[src/rtl/shift_sweep_pkg.sv]
// Shared types and helpers for the shift sweep sequencer.
// Holds the sweep FSM state encoding and the data-width helper.
package shift_sweep_pkg;

  typedef enum logic [1:0] {
    IDLE,
    RIGHT,
    LEFT,
    DONE
  } sweep_state_t;

  function automatic int data_width(input int n);
    return 2 ** n;
  endfunction

endpackage

[src/rtl/shift_sweep_sequencer_dwell_counter.sv]
// Dwell counter: counts 0..DWELL-1 while enabled and flags the final dwell cycle.
// With DWELL=1 the counter stays at zero, so last is permanently high.
module dwell_counter #(
  parameter int DWELL = 200
) (
  input  logic clk,
  input  logic reset,
  input  logic clr,
  input  logic en,
  output logic last
);

  localparam int CW = (DWELL > 1) ? $clog2(DWELL) : 1;
  localparam logic [CW-1:0] LAST_CNT = CW'(DWELL - 1);

  logic [CW-1:0] cnt;

  // NOTE: sequential state uses non-blocking assignments so every flop samples pre-edge values.
  always_ff @(posedge clk or posedge reset) begin
    if (reset) begin
      cnt <= '0;
    end else if (clr) begin
      cnt <= '0;
    end else if (en) begin
      cnt <= cnt + CW'(1);
    end
  end

  assign last = (cnt == LAST_CNT);

endmodule

[src/rtl/shift_sweep_sequencer.sv]
// Sweep sequencer feeding a barrel shifter: right rotates 1..2^N-1, then left rotates 1..2^N-1.
// Optional result checksum is built when SHIFT_SWEEP_CAPTURE_EN is defined.
module shift_sweep_sequencer
  import shift_sweep_pkg::*;
#(
  parameter  int N     = 3,
  parameter  int DWELL = 200,
  localparam int W     = data_width(N)
) (
  input  logic         clk,
  input  logic         reset,
  input  logic         start,
  input  logic         abort,
  input  logic [W-1:0] operand_i,
  output logic [W-1:0] num_o,
  output logic [N-1:0] shift_o,
  output logic         select_o,
  output logic         step_valid,
  output logic         busy,
  output logic         done
`ifdef SHIFT_SWEEP_CAPTURE_EN
  ,
  input  logic [W-1:0] result_i,
  output logic [W-1:0] checksum_o
`endif
);

  localparam logic [N-1:0] SHIFT_MAX = '1;
  localparam logic [N-1:0] SHIFT_ONE = N'(1);

  sweep_state_t   state, state_d;
  logic [W-1:0]   num_d;
  logic [N-1:0]   shift_d;
  logic           select_d;
  logic           last;

  assign busy       = (state == RIGHT) || (state == LEFT);
  assign step_valid = busy & last;
  assign done       = (state == DONE);

  dwell_counter #(
    .DWELL(DWELL)
  ) u_dwell (
    .clk  (clk),
    .reset(reset),
    .clr  (step_valid | ~busy),
    .en   (busy),
    .last (last)
  );

  // NOTE: every always_comb output gets a default first, so no path can infer a latch.
  always_comb begin
    state_d  = state;
    num_d    = num_o;
    shift_d  = shift_o;
    select_d = select_o;
    case (state)
      IDLE: begin
        if (start && !abort) begin
          state_d  = RIGHT;
          num_d    = operand_i;
          shift_d  = SHIFT_ONE;
          select_d = 1'b1;
        end
      end
      RIGHT, LEFT: begin
        // Abort takes priority over a step advance on the same edge.
        if (abort) begin
          state_d  = IDLE;
          shift_d  = '0;
          select_d = 1'b0;
        end else if (step_valid) begin
          if (shift_o != SHIFT_MAX) begin
            shift_d = shift_o + SHIFT_ONE;
          end else if (state == RIGHT) begin
            state_d  = LEFT;
            shift_d  = SHIFT_ONE;
            select_d = 1'b0;
          end else begin
            state_d  = DONE;
            shift_d  = '0;
            select_d = 1'b0;
          end
        end
      end
      DONE: begin
        state_d = IDLE;
      end
      default: begin
        state_d = IDLE;
      end
    endcase
  end

  always_ff @(posedge clk or posedge reset) begin
    if (reset) begin
      state    <= IDLE;
      num_o    <= '0;
      shift_o  <= '0;
      select_o <= 1'b0;
    end else begin
      state    <= state_d;
      num_o    <= num_d;
      shift_o  <= shift_d;
      select_o <= select_d;
    end
  end

`ifdef SHIFT_SWEEP_CAPTURE_EN
  logic accept;
  assign accept = (state == IDLE) && start && !abort;

  // XOR of every sampled shifter result; left untouched by aborted edges.
  always_ff @(posedge clk or posedge reset) begin
    if (reset) begin
      checksum_o <= '0;
    end else if (accept) begin
      checksum_o <= '0;
    end else if (step_valid && !abort) begin
      checksum_o <= checksum_o ^ result_i;
    end
  end
`endif

endmodule
[config.mk]
export PLATFORM = sky130hd
export DESIGN_NAME = shift_sweep_sequencer
export DESIGN_NICKNAME = d
export VERILOG_FILES = /design/src/rtl/shift_sweep_pkg.sv /design/src/rtl/shift_sweep_sequencer_dwell_counter.sv /design/src/rtl/shift_sweep_sequencer.sv
export SDC_FILE = /design/constraint.sdc
export NUM_CORES = 1
export LEC_CHECK = 0
export ABC_AREA = 1
export CAP_MARGIN = 20
export CELL_PAD_IN_SITES_DETAIL_PLACEMENT = 1
export CELL_PAD_IN_SITES_GLOBAL_PLACEMENT = 1
export CORE_MARGIN = 4
export CORE_UTILIZATION = 44
export CTS_CLUSTER_SIZE = 25
export DETAILED_ROUTE_END_ITERATION = 6
export DONT_BUFFER_PORTS = 1
export GPL_TIMING_DRIVEN = 0
export PLACE_DENSITY_LB_ADDON = 0.05
export SETUP_SLACK_MARGIN = 0.3
export SLEW_MARGIN = 15
export SYNTH_ARGS = -nofsm -noshare
export SYNTH_HDL_FRONTEND = slang
export SYNTH_HIERARCHICAL = 1
export SYNTH_SLANG_ARGS = --single-unit
[constraint.sdc]
create_clock -name clk -period 2.42 [get_ports clk]
set_input_delay 0.242 -clock clk [delete_from_list [all_inputs] [get_ports clk]]
set_output_delay 0.242 -clock clk [all_outputs]
set_load 0.03 [all_outputs]
==> impl_summary.txt <==
----------------------------------------------------
[Worst setup path]
  Worst Path Arrival ... 1.76 ns
  Worst-path cell chain ... ha_2 -> nand2_2 -> inv_2 -> nand3_4 -> nor4_4 -> nand2_1 -> inv_2
  Launching element type of the critical path ... register
  Worst EP required ... 2.18 ns
  CP endpoint kind ... output port
  Critical Path Fanout Max ... 4
  Most numerous cell on the critical path ... sky130_fd_sc_hd__inv_2
  Worst stage delay on the critical path ... 0.42 ns
  Critical path's slowest cell ... sky130_fd_sc_hd__dfrtp_1
  Worst R2R Setup Slack ... 0.43 ns
  Worst setup path class ... reg -> out

[Global routing]
  Overflow left after global routing ... 0
  Global Route Usage Sum ... 16.9%
  Maximum number of pins on one net before global-route repair ... 15
  Number of global-route vias before repair ... 1055
  Antenna violations before repair ... 0
  First-pass GRT wire length ... 4.72 mm

[Synth]
  Top cells by area, synth ... sky130_fd_sc_hd__dfrtp_1, sky130_fd_sc_hd__nand2_1, sky130_fd_sc_hd__inv_1
  Biggest area consumer among synthesized cells ... sky130_fd_sc_hd__dfrtp_1
  Unique cell type count in the Yosys netlist ... 23
  Most used flip-flop cell after synthesis ... sky130_fd_sc_hd__dfrtp_1
  Combined area of all synthesized cells ... 0.00124 mm^2
  Count of state elements after synthesis ... 22
  Post-synth ARST share ... 100%
  Sequential fraction of the synthesis area ... 44.3%
  Warning count from the yosys run ... 6
  Mapped Cells ... 157
  Synthesized area per cell ... 7.92 um^2
  Area share of the largest cell type after synthesis ... 44.3%
  Post-synth top cells ... sky130_fd_sc_hd__nand2_1, sky130_fd_sc_hd__inv_1, sky130_fd_sc_hd__dfrtp_1, sky130_fd_sc_hd__nand3_1, sky130_fd_sc_hd__o21ai_2
  Total nets after synthesis ... 175
  Leading cell type by number of instances after synthesis ... sky130_fd_sc_hd__nand2_1
  EDFF count, synth ... 0

[Layout]
  Proportion of layout cells with a drive suffix above 1 ... 24.7%
  Post-route design area ... 0.00146 mm^2
  Layout area overhead ... 17.2%
  Diodes inserted ... 0
  Final-stage net count ... 189

[Job]
  Max-Cap Viols ... 0

[Timing]
  Fin worst setup slack ... 0.422 ns
  Maximum clock rate ... 0.500 GHz
  Final worst path period share ... 82.6%
  Final critical path time including I/O delays and setup ... 2.00 ns
  Worst relative slew slack ... 63.0%
  Post-Route Setup TNS ... 0 ns
  Slew Limit Fails ... 0
  Setup repair after global routing missed its margin ... true
  Final setup violating endpoints ... 0
  Final Hold Violating Endpoints ... 0
  Hold Slack ... 0.0539 ns
  Pin slew with the least headroom to its limit ... 0.555 ns
  Setup Skew ... 0.00159 ns

[Floorplanning]
  Core Rows ... 19
  Height of the die ... 61.2 um
  Number of I/O pins ... 27
  Placeable core region ... 0.00273 mm^2
  Initial Utilization ... 45.5%
  Full die area ... 0.00374 mm^2
  Die width ... 61.2 um

[Route]
  DRT iter0 DRCs ... 20
  Vias post-DR ... 1018
  Post-detailed-route wirelength per cell ... 14.3 um
  TritonRoute pass-1 iters ... 2
  # DRC ... 0
  Remaining number of nets flagged by the antenna check after routing ... 0
  Routed vias/inst ... 5.06
  Routed wire length ... 2.88 mm

[Clocking]
  CTS tree ... yes
  CTS clock-pin slew for the worst setup and hold paths ... 0.12 ns
  CTS Buffer Depth ... 2
  H-Tree Level Count ... 1
  CTS Buf Count ... 3
  Clock sink count ... 22
  Buffer type at the clock tree root ... sky130_fd_sc_hd__clkbuf_4
  Later-pin clock latency in the skew report ... 0.31 ns

[Placed design]
  Number of buffers added on ports ... 0
  Estimated wirelength of the detail-placed design ... 2.16 mm
  Placed standard-cell area ... 0.00128 mm^2
  Pre-CTS worst setup slack ... 0.298 ns
  GP Congestion ... 0.792

[Power]
  PD cells ... 1170 mW/mm^2
  Static leakage power ... 0.756 nW
  Largest voltage drop on the vdd net ... 0.000736 V
  Total Power Consumption ... 1.70 mW

[Run status]
  Outcome ... complete, no violations

[Worst hold path]
  Min-Delay Path Class ... in -> reg

----------------------------------------------------
cells in the final DEF (no fill, tap or decap), types with 2 or more instances in the layout:
cell type / Yosys / layout
sky130_fd_sc_hd__a21oi_1: 4 / 4
sky130_fd_sc_hd__buf_4: 1 / 9
sky130_fd_sc_hd__clkbuf_4: 0 / 3
sky130_fd_sc_hd__dfrtp_1: 22 / 22
sky130_fd_sc_hd__ha_1: 6 / 4
sky130_fd_sc_hd__inv_1: 29 / 26
sky130_fd_sc_hd__inv_2: 2 / 5
sky130_fd_sc_hd__nand2_1: 49 / 47
sky130_fd_sc_hd__nand2_2: 2 / 4
sky130_fd_sc_hd__nand3_1: 10 / 8
sky130_fd_sc_hd__nand3_2: 1 / 2
sky130_fd_sc_hd__nand3_4: 1 / 2
sky130_fd_sc_hd__nor2_1: 7 / 7
sky130_fd_sc_hd__nor2_2: 2 / 2
sky130_fd_sc_hd__nor2_4: 2 / 2
sky130_fd_sc_hd__nor3_1: 2 / 2
sky130_fd_sc_hd__o21ai_1: 3 / 3
sky130_fd_sc_hd__o21ai_2: 8 / 8
stage by stage:
| step | instances | utilization [%] |
|---|---|---|
| 5_1_grt | 201 | 53.3 |
| 4_1_cts | 193 | 49.3 |
| 6_report | 201 | 53.3 |
| 3_3_place_gp | 188 | 46.9 |
| 3_5_place_dp | 188 | 46.9 |
| 2_1_floorplan | 157 | - |
report_power, final:
| part | switching [mW] | internal (mW) | total (mW) |
|---|---|---|---|
| Combinational | 0.387 | 0.261 | 0.648 |
| Clock | 0.113 | 0.167 | 0.280 |
| Sequential | 0.293 | 0.482 | 0.775 |
| Total | 0.792 | 0.911 | 1.70 |
critical path: cells and delay by family (launching register included):
kind,cells,cell delay [ns]
adders and majority gates,1,0.21
DFF,1,0.42
and+or+nand+nor,4,0.56
buffers and inverters,2,0.25
routing by layer:
metal / track usage [%] / share of wire (%)
met5: 0 / 0
met1: 20.2 / 40
met2: 28.5 / 52
met3: 6.29 / 6.4
met4: 4.64 / 2.1
logic make-up (layout without fill, tap and decap cells):
family | count (synthesis) | in the layout | synth area share, %
AND/OR/NAND/NOR | 78 | 78 | 28.8
buffers and inverters | 33 | 46 | 10.9
flip-flops | 22 | 22 | 44.3
XOR/XNOR | 1 | 1 | 0.704
AO/OA/AOI/OAI | 17 | 17 | 9.36
adder cells (fa/ha/maj) | 6 | 6 | 6.04
worst paths after layout:
path | from | to | cells past startpoint
max reg2reg | u_dwell/cnt[1] | u_dwell/cnt[6] | 14
min reg2reg | u_dwell/cnt[1] | u_dwell/cnt[1] | 2
max in group asynchronous | reset | select_o | 2
min in group asynchronous | reset | u_dwell/cnt[0] | 2
min | operand_i[3] | num_o[3] | 2
max | u_dwell/cnt[1] | step_valid | 7
sequential cells by signal (all words and copies together) (netlist names):
signal       flops
shift_o          3
u_dwell/cnt      8
state            2
select_o         1
num_o            8
layout make-up:
type	instances	area, um^2
clock buffer	3	22.5
buffer	2	18.8
tap	31	38.8
timing repair buffer	9	70.1
inverter	31	116
sequential	22	551
multi-input combinational	102	611
clock inverter	1	30.0
fill	352	1280
what timing repair did:
item | CTS | global route
pin swaps | 0 | 6
cloned | 0 | 0
buffers inserted | 0 | 8
gates resized for setup | 1 | 12
endpoints found under the hold margin | 22 | 0
endpoints found under the setup margin | 2 | 8
hold buffers | 1 | 0
(Power assumes the default switching activity.)
